`config.mk`:
```
export PLATFORM = sky130hd
export DESIGN_NAME = patch_sum_collector
export DESIGN_NICKNAME = d
export VERILOG_FILES = /design/src/rtl/patch_sum_collector_pkg.sv /design/src/rtl/patch_sum_collector_rr_arbiter.sv /design/src/rtl/patch_sum_collector.sv
export SDC_FILE = /design/constraint.sdc
export NUM_CORES = 1
export LEC_CHECK = 0
export ABC_AREA = 1
export ABC_CLOCK_PERIOD_IN_PS = 3700
export BUFFER_PORTS_ARGS = -buffer_cell sky130_fd_sc_hd__buf_2
export CAP_MARGIN = 20
export CORE_AREA = 8 8 166 168
export DETAILED_ROUTE_END_ITERATION = 8
export DIE_AREA = 0 0 174 176
export PLACE_DENSITY_LB_ADDON = 0.25
export SETUP_SLACK_MARGIN = 0.3
export SLEW_MARGIN = 20
export SYNTH_ARGS = -nofsm -noshare
export SYNTH_HDL_FRONTEND = slang
export SYNTH_SLANG_ARGS = --single-unit
```
`constraint.sdc`:
```
create_clock -name dram_clk -period 3.7 [get_ports dram_clk]
set_input_delay 0.37 -clock dram_clk [delete_from_list [all_inputs] [get_ports dram_clk]]
set_output_delay 0.37 -clock dram_clk [all_outputs]
set_load 0.02 [all_outputs]
```
`src/rtl/patch_sum_collector_pkg.sv`:
```
// Shared constants for the patch sum collector: message type codes, field
// positions of the 64-bit result word, FSM state encoding and a log2 helper.
package patch_sum_collector_pkg;

  localparam int MSG_W = 64;

  localparam logic [2:0] MSG_TYPE_SUM = 3'b001;
  localparam logic [2:0] MSG_TYPE_EOF = 3'b111;

  // Message type occupies the top three bits of every word
  localparam int TYPE_MSB = 63;
  localparam int TYPE_LSB = 61;

  // Stall statistics field inside the EOF word
  localparam int STALL_LSB = 32;
  localparam int STALL_W   = 16;

  typedef enum logic {
    ST_IDLE = 1'b0,
    ST_SEND = 1'b1
  } state_t;

  // Index width needed to address n items (at least one bit)
  function automatic int log2(input int n);
    int r;
    r = 1;
    for (int k = 1; k < 31; k++) begin
      if ((1 << r) < n) r = r + 1;
    end
    return r;
  endfunction

endpackage

```
`src/rtl/patch_sum_collector_rr_arbiter.sv`:
```
// Combinational N-way round-robin pick: returns the first requester at or
// after ptr (wrapping N-1 -> 0) and whether any request is present.
module patch_sum_collector_rr_arbiter
  import patch_sum_collector_pkg::*;
#(
  parameter int N  = 6,
  parameter int IW = log2(N)
) (
  input  logic [N-1:0]  req,
  input  logic [IW-1:0] ptr,
  output logic [IW-1:0] grant,
  output logic          any_req
);

  // rot[k] is the request of the reducer k positions after ptr
  logic [N-1:0]  rot;
  logic [IW-1:0] first;
  logic [IW:0]   gsum;

  genvar gi;
  generate
    for (gi = 0; gi < N; gi++) begin : g_rot
      logic [IW:0] raw;
      logic [IW:0] wrapped;
      assign raw     = {1'b0, ptr} + (IW+1)'(gi);
      assign wrapped = (raw >= (IW+1)'(N)) ? raw - (IW+1)'(N) : raw;
      assign rot[gi] = req[wrapped[IW-1:0]];
    end
  endgenerate

  // Lowest rotated position wins; scan downward so the last hit is the lowest
  always_comb begin
    first   = '0;
    any_req = 1'b0;
    for (int k = N - 1; k >= 0; k--) begin
      if (rot[k]) begin
        first   = IW'(k);
        any_req = 1'b1;
      end
    end
  end

  assign gsum  = {1'b0, ptr} + {1'b0, first};
  assign grant = (gsum >= (IW+1)'(N)) ? IW'(gsum - (IW+1)'(N)) : gsum[IW-1:0];

endmodule

```
`src/rtl/patch_sum_collector.sv`:
```
// Collects finished patch sums from the PatchReducer array, packs them into
// 64-bit messages for xb_rd_fifo and emits an EOF message with the patch
// count when a frame completes.
// Optional build macro PATCH_COLLECTOR_STALL_STATS_EN adds a 16-bit
// saturating FIFO-stall counter reported in EOF bits [47:32].
module patch_sum_collector
  import patch_sum_collector_pkg::*;
#(
  parameter int N_PATCH_REDUCER = 6,
  parameter int PATCH_ID_SIZE   = 17,
  parameter int PATCH_SUM_SIZE  = 44,
  parameter int COUNT_SIZE      = 32
) (
  input  logic                                  dram_clk,
  input  logic                                  reset,
  input  logic [N_PATCH_REDUCER-1:0]            sum_rdy,
  output logic [N_PATCH_REDUCER-1:0]            sum_ack,
  input  logic [N_PATCH_REDUCER*PATCH_SUM_SIZE-1:0] sum_flat,
  input  logic [N_PATCH_REDUCER*PATCH_ID_SIZE-1:0]  patch_id_flat,
  input  logic                                  frame_done,
  input  logic                                  fpga_msg_full,
  output logic                                  fpga_msg_valid,
  output logic [MSG_W-1:0]                      fpga_msg,
  output logic                                  error
);

  localparam int PTR_W = log2(N_PATCH_REDUCER);

  state_t                      state;
  logic [PTR_W-1:0]            rr_ptr;
  logic [PTR_W-1:0]            grant;
  logic                        any_req;
  logic [COUNT_SIZE-1:0]       patch_count;
  logic                        eof_pending;
  logic                        msg_is_sum;
  logic                        eof_consume;
  logic [MSG_W-1:0]            sum_word;
  logic [MSG_W-1:0]            eof_word;
  logic [N_PATCH_REDUCER-1:0]  ack_onehot;
  logic [PTR_W-1:0]            ptr_after;

  logic [PATCH_SUM_SIZE-1:0]   sum_arr [N_PATCH_REDUCER];
  logic [PATCH_ID_SIZE-1:0]    id_arr  [N_PATCH_REDUCER];

  genvar gi;
  generate
    for (gi = 0; gi < N_PATCH_REDUCER; gi++) begin : g_unpack
      assign sum_arr[gi] = sum_flat[gi*PATCH_SUM_SIZE +: PATCH_SUM_SIZE];
      assign id_arr[gi]  = patch_id_flat[gi*PATCH_ID_SIZE +: PATCH_ID_SIZE];
    end
  endgenerate

  patch_sum_collector_rr_arbiter #(
    .N  (N_PATCH_REDUCER),
    .IW (PTR_W)
  ) u_arb (
    .req     (sum_rdy),
    .ptr     (rr_ptr),
    .grant   (grant),
    .any_req (any_req)
  );

  assign ack_onehot  = N_PATCH_REDUCER'(1) << grant;
  assign ptr_after   = (grant == PTR_W'(N_PATCH_REDUCER - 1)) ? '0 : grant + PTR_W'(1);
  assign eof_consume = (state == ST_IDLE) && eof_pending;

`ifdef PATCH_COLLECTOR_STALL_STATS_EN
  logic [STALL_W-1:0] stall_count;

  // Count cycles the FIFO refuses a pending word; restart when an EOF is loaded
  always_ff @(posedge dram_clk or posedge reset) begin
    if (reset) begin
      stall_count <= '0;
    end else if (eof_consume) begin
      stall_count <= '0;
    end else if (fpga_msg_valid && fpga_msg_full && (stall_count != '1)) begin
      stall_count <= stall_count + STALL_W'(1);
    end
  end
`endif

  // Assemble candidate SUM and EOF words (COUNT_SIZE is at most 32)
  always_comb begin
    sum_word                                       = '0;
    sum_word[TYPE_MSB:TYPE_LSB]                    = MSG_TYPE_SUM;
    sum_word[PATCH_SUM_SIZE +: PATCH_ID_SIZE]      = id_arr[grant];
    sum_word[PATCH_SUM_SIZE-1:0]                   = sum_arr[grant];
    eof_word                                       = '0;
    eof_word[TYPE_MSB:TYPE_LSB]                    = MSG_TYPE_EOF;
    eof_word[COUNT_SIZE-1:0]                       = patch_count;
`ifdef PATCH_COLLECTOR_STALL_STATS_EN
    eof_word[STALL_LSB +: STALL_W]                 = stall_count;
`endif
  end

  // Frame completion bookkeeping; a request arriving while one is still
  // outstanding is dropped and flagged, unless IDLE is taking the old one now
  always_ff @(posedge dram_clk or posedge reset) begin
    if (reset) begin
      eof_pending <= 1'b0;
      error       <= 1'b0;
    end else if (frame_done) begin
      if (eof_pending && !eof_consume) error <= 1'b1;
      else                             eof_pending <= 1'b1;
    end else if (eof_consume) begin
      eof_pending <= 1'b0;
    end
  end

  // Collector FSM: pick EOF or a granted sum in IDLE, present it in SEND
  // (valid rises the cycle after the ack) and hold it until the FIFO takes it
  always_ff @(posedge dram_clk or posedge reset) begin
    if (reset) begin
      state          <= ST_IDLE;
      sum_ack        <= '0;
      fpga_msg_valid <= 1'b0;
      fpga_msg       <= '0;
      rr_ptr         <= '0;
      patch_count    <= '0;
      msg_is_sum     <= 1'b0;
    end else begin
      sum_ack <= '0;
      case (state)
        ST_IDLE: begin
          if (eof_pending) begin
            fpga_msg    <= eof_word;
            msg_is_sum  <= 1'b0;
            patch_count <= '0;
            state       <= ST_SEND;
          end else if (any_req) begin
            fpga_msg    <= sum_word;
            msg_is_sum  <= 1'b1;
            sum_ack     <= ack_onehot;
            rr_ptr      <= ptr_after;
            state       <= ST_SEND;
          end
        end
        ST_SEND: begin
          if (!fpga_msg_valid) begin
            fpga_msg_valid <= 1'b1;
          end else if (!fpga_msg_full) begin
            fpga_msg_valid <= 1'b0;
            state          <= ST_IDLE;
            if (msg_is_sum && (patch_count != '1))
              patch_count <= patch_count + COUNT_SIZE'(1);
          end
        end
        default: state <= ST_IDLE;
      endcase
    end
  end

endmodule

```
==> impl_metrics.toml <==
[setup_path]
critical_path_peak_fanout = 9
arrival_ns = 4.11
critPathCaptureType = "flip-flop"
worstPathRequired_ns = 3.96
cpMaxStageDelayCell = "fa_2"
r2r_cells = 28
cp_common_cell = "nand2_2"
worst_setup_path_start_kind = "flip-flop"
path_class = "reg -> reg"
slowest_delay_ns = 0.64

[die]
dieArea_um2 = 30620
pin_count = 448
die_h_um = 176
initial_core_util_pct = 40.95
fp.dieW_um = 174
core_area_um2 = 24820
rows = 58

[clock_network]
cts-root-buf = "clkbuf_16"
clock_sinks = 109
cts_tree = "built"
cts_made_buffers = 9
cts.path.max_buffers = 2
clk-insertion-delay-late_ns = 0.37
clk_pin_slew_ns = 0.08
cts_max_level = 3
hold_buffers = 0

[synthesis]
synth_seq_cells = 109
yosysSeqAreaShare_pct = 26.84
async_flop_share_pct = 100.0
avgSynthCellArea_um2 = 5.716
syn_area_um2 = 10160
synth-edff-count = 0
synth_cells = 1778
synth.distinct_cells = 36
synth_nets = 2169
yosys_warnings = 0
yosys_most_used_dff = "dfrtp_1"

[timing]
setup_ws_ns = -0.1472
setup_viol = 62
max_freq_ghz = 0.2599
hold_viol = 0
slew_headroom_pct = 33.88
rsz0062_at_grt = "yes"
drv_slew = 0
tightest_slew_ns = 0.9919
tns_ns = -4.608
finalCritPeriodShare_pct = 104.0
finalClockSkew_ns = 0.01286
min_period_ns = 3.847

[status]
status = "finished with violations"
violations = "setup timing"

[placement]
numPortBuffers = 447
place.detailed.hpwl_mm = 41.86
dp_slack_ns = -0.2805
gp_congestion = 0.9565

[final_layout]
fill_cells = 2526
syn_to_final_growth_pct = 47.49
drive_above_1_share_pct = 35.28
nNetsFinal = 2631
post-route-util_pct = 60.39

[global_route]
grt_use_total_pct = 33.96
grt_overflow = 0
grt_max_degree = 78
grt_pass1_vias = 13940
grt_pass1_wl_mm = 81.03
antenna_found_initial = 19

[route]
via_per_inst = 5.403
first_iter_violations = 1362
routedWlPerCell_um = 20.66
dr.pass1.iters = 5
vias = 13980
drcViolationCount = 0
antenna_left = 0
routed_wl_mm = 53.47

[flow_run]
cap_violations = 0

[min_path]
hold_path.class = "in -> async"
-- what timing repair did --
| item | 4_1_cts | 5_1_grt |
|---|---|---|
| gates resized for setup | 138 | 115 |
| endpoints found under the setup margin | 69 | 69 |
| pin swaps | 62 | 45 |
| cloned | 10 | 1 |
| setup buffers | 14 | 6 |
| hold endpoints to repair | 0 | 0 |
-- cell usage after synthesis (2+ instances only) --
cell type / instances / area (µm²)
mux2i_1: 29 / 290.3
ha_1: 14 / 175.2
nor2_1: 169 / 634.4
nand3_1: 297 / 1486
nand3_2: 2 / 20.02
a21oi_1: 14 / 70.07
xnor2_1: 8 / 70.07
nand4_1: 15 / 93.84
o21ai_0: 24 / 120.1
inv_2: 8 / 30.03
buf_6: 7 / 78.83
o31ai_1: 10 / 75.07
nor3_1: 17 / 85.08
clkbuf_1: 59 / 221.5
buf_2: 31 / 155.2
buf_4: 5 / 37.54
dfrtp_1: 109 / 2728
nand2_1: 837 / 3142
xor2_1: 12 / 105.1
inv_1: 46 / 172.7
nor4_1: 4 / 25.02
buf_1: 20 / 75.07
nor2_4: 2 / 22.52
nand2_2: 3 / 18.77
o21ai_1: 25 / 125.1
-- final cells by class --
cell class                      instances  area, µm²  area share, %
Clock buffer                            9      225.2          1.503
Multi-Input combinational cell       1493       7527          50.22
Sequential cell                       109       2731          18.22
Tap cell                              330      412.9          2.755
Timing Repair Buffer                  572       3752          25.04
Clock inverter                          7      77.57         0.5176
Antenna cell                           13      32.53         0.2170
Inverter                               55      229.0          1.528
-- worst paths after layout --
check                             start         endpoint  slack, ns
min in group dram_clk        frame_done      eof_pending       0.26
hold / removal                    reset  patch_count[23]       0.22
setup / recovery              rr_ptr[0]     fpga_msg[38]      -0.15
hold reg to reg            fpga_msg[61]     fpga_msg[61]       0.49
setup reg to reg              rr_ptr[0]     fpga_msg[38]      -0.15
max in group asynchronous         reset     fpga_msg[37]       2.64
-- registers in the layout, summed over array words and instances (netlist names) --
name	cells
state	1
eof_pending	1
msg_is_sum	1
patch_count	32
fpga_msg	63
sum_ack	6
rr_ptr	3
error	1
fpga_msg_valid	1
-- logic make-up (layout without fill, tap and decap cells) --
group / count (synthesis) / count (layout) / share of synthesized area (%)
other: 0 / 13 / 0
buffers and inverters: 177 / 643 / 7.621
and+or+nand+nor: 1351 / 1352 / 54.90
AOI/OAI and AO/OA: 77 / 77 / 4.137
DFF: 109 / 109 / 26.84
muxes: 29 / 29 / 2.856
xor gates and xnor gates: 20 / 20 / 1.724
adders and majority gates: 15 / 15 / 1.921
-- through the flow --
stage | std cells | area [µm²] | hold WS (ns)
after global routing | 2582 | 14970 | 0.2705
after floorplan | 1778 | 10250 | 0.4743
after detailed placement | 2528 | 13270 | 0.4588
final | 2588 | 14990 | 0.2184
after CTS | 2568 | 14450 | 0.2436
after global placement | 2528 | 13270 | 0.4452
-- worst max-delay path: cells and delay by family, from the launching register on --
kind	cells	cell delay, ns
DFF	1	0.48
buffers and inverters	4	0.48
adders and majority gates	3	1.10
AOI/OAI and AO/OA	1	0.14
and+or+nand+nor	20	1.51
-- per-layer routing --
metal  vias up  track usage [%]  part of all wire [%]
met2       694            58.07                    47
li1       6626                -                     -
met1      6531            40.71                    39
met4         8            11.76                   4.3
met5         -                0                 0.088
met3       123            9.143                   9.6
-- cells in the final DEF, fill, tap and decap left out, types with 11 or more instances in the layout --
cell type and count:
mux2i_1 29, xor2_1 11, buf_12 21, dfrtp_1 106
diode_2 13, inv_1 40, buf_6 13, a21oi_1 11
nand2_1 762, o21ai_2 21, nand4_1 15, buf_2 447
nor3_1 16, nor2_1 160, buf_4 75, nand3_2 49
nand2_4 18, o21ai_0 14, nand2_2 60, nand3_1 244
Power is left out: the tool's default activity adds up to more than one toggle a clock period on the data nets, which glitch-free logic cannot reach.
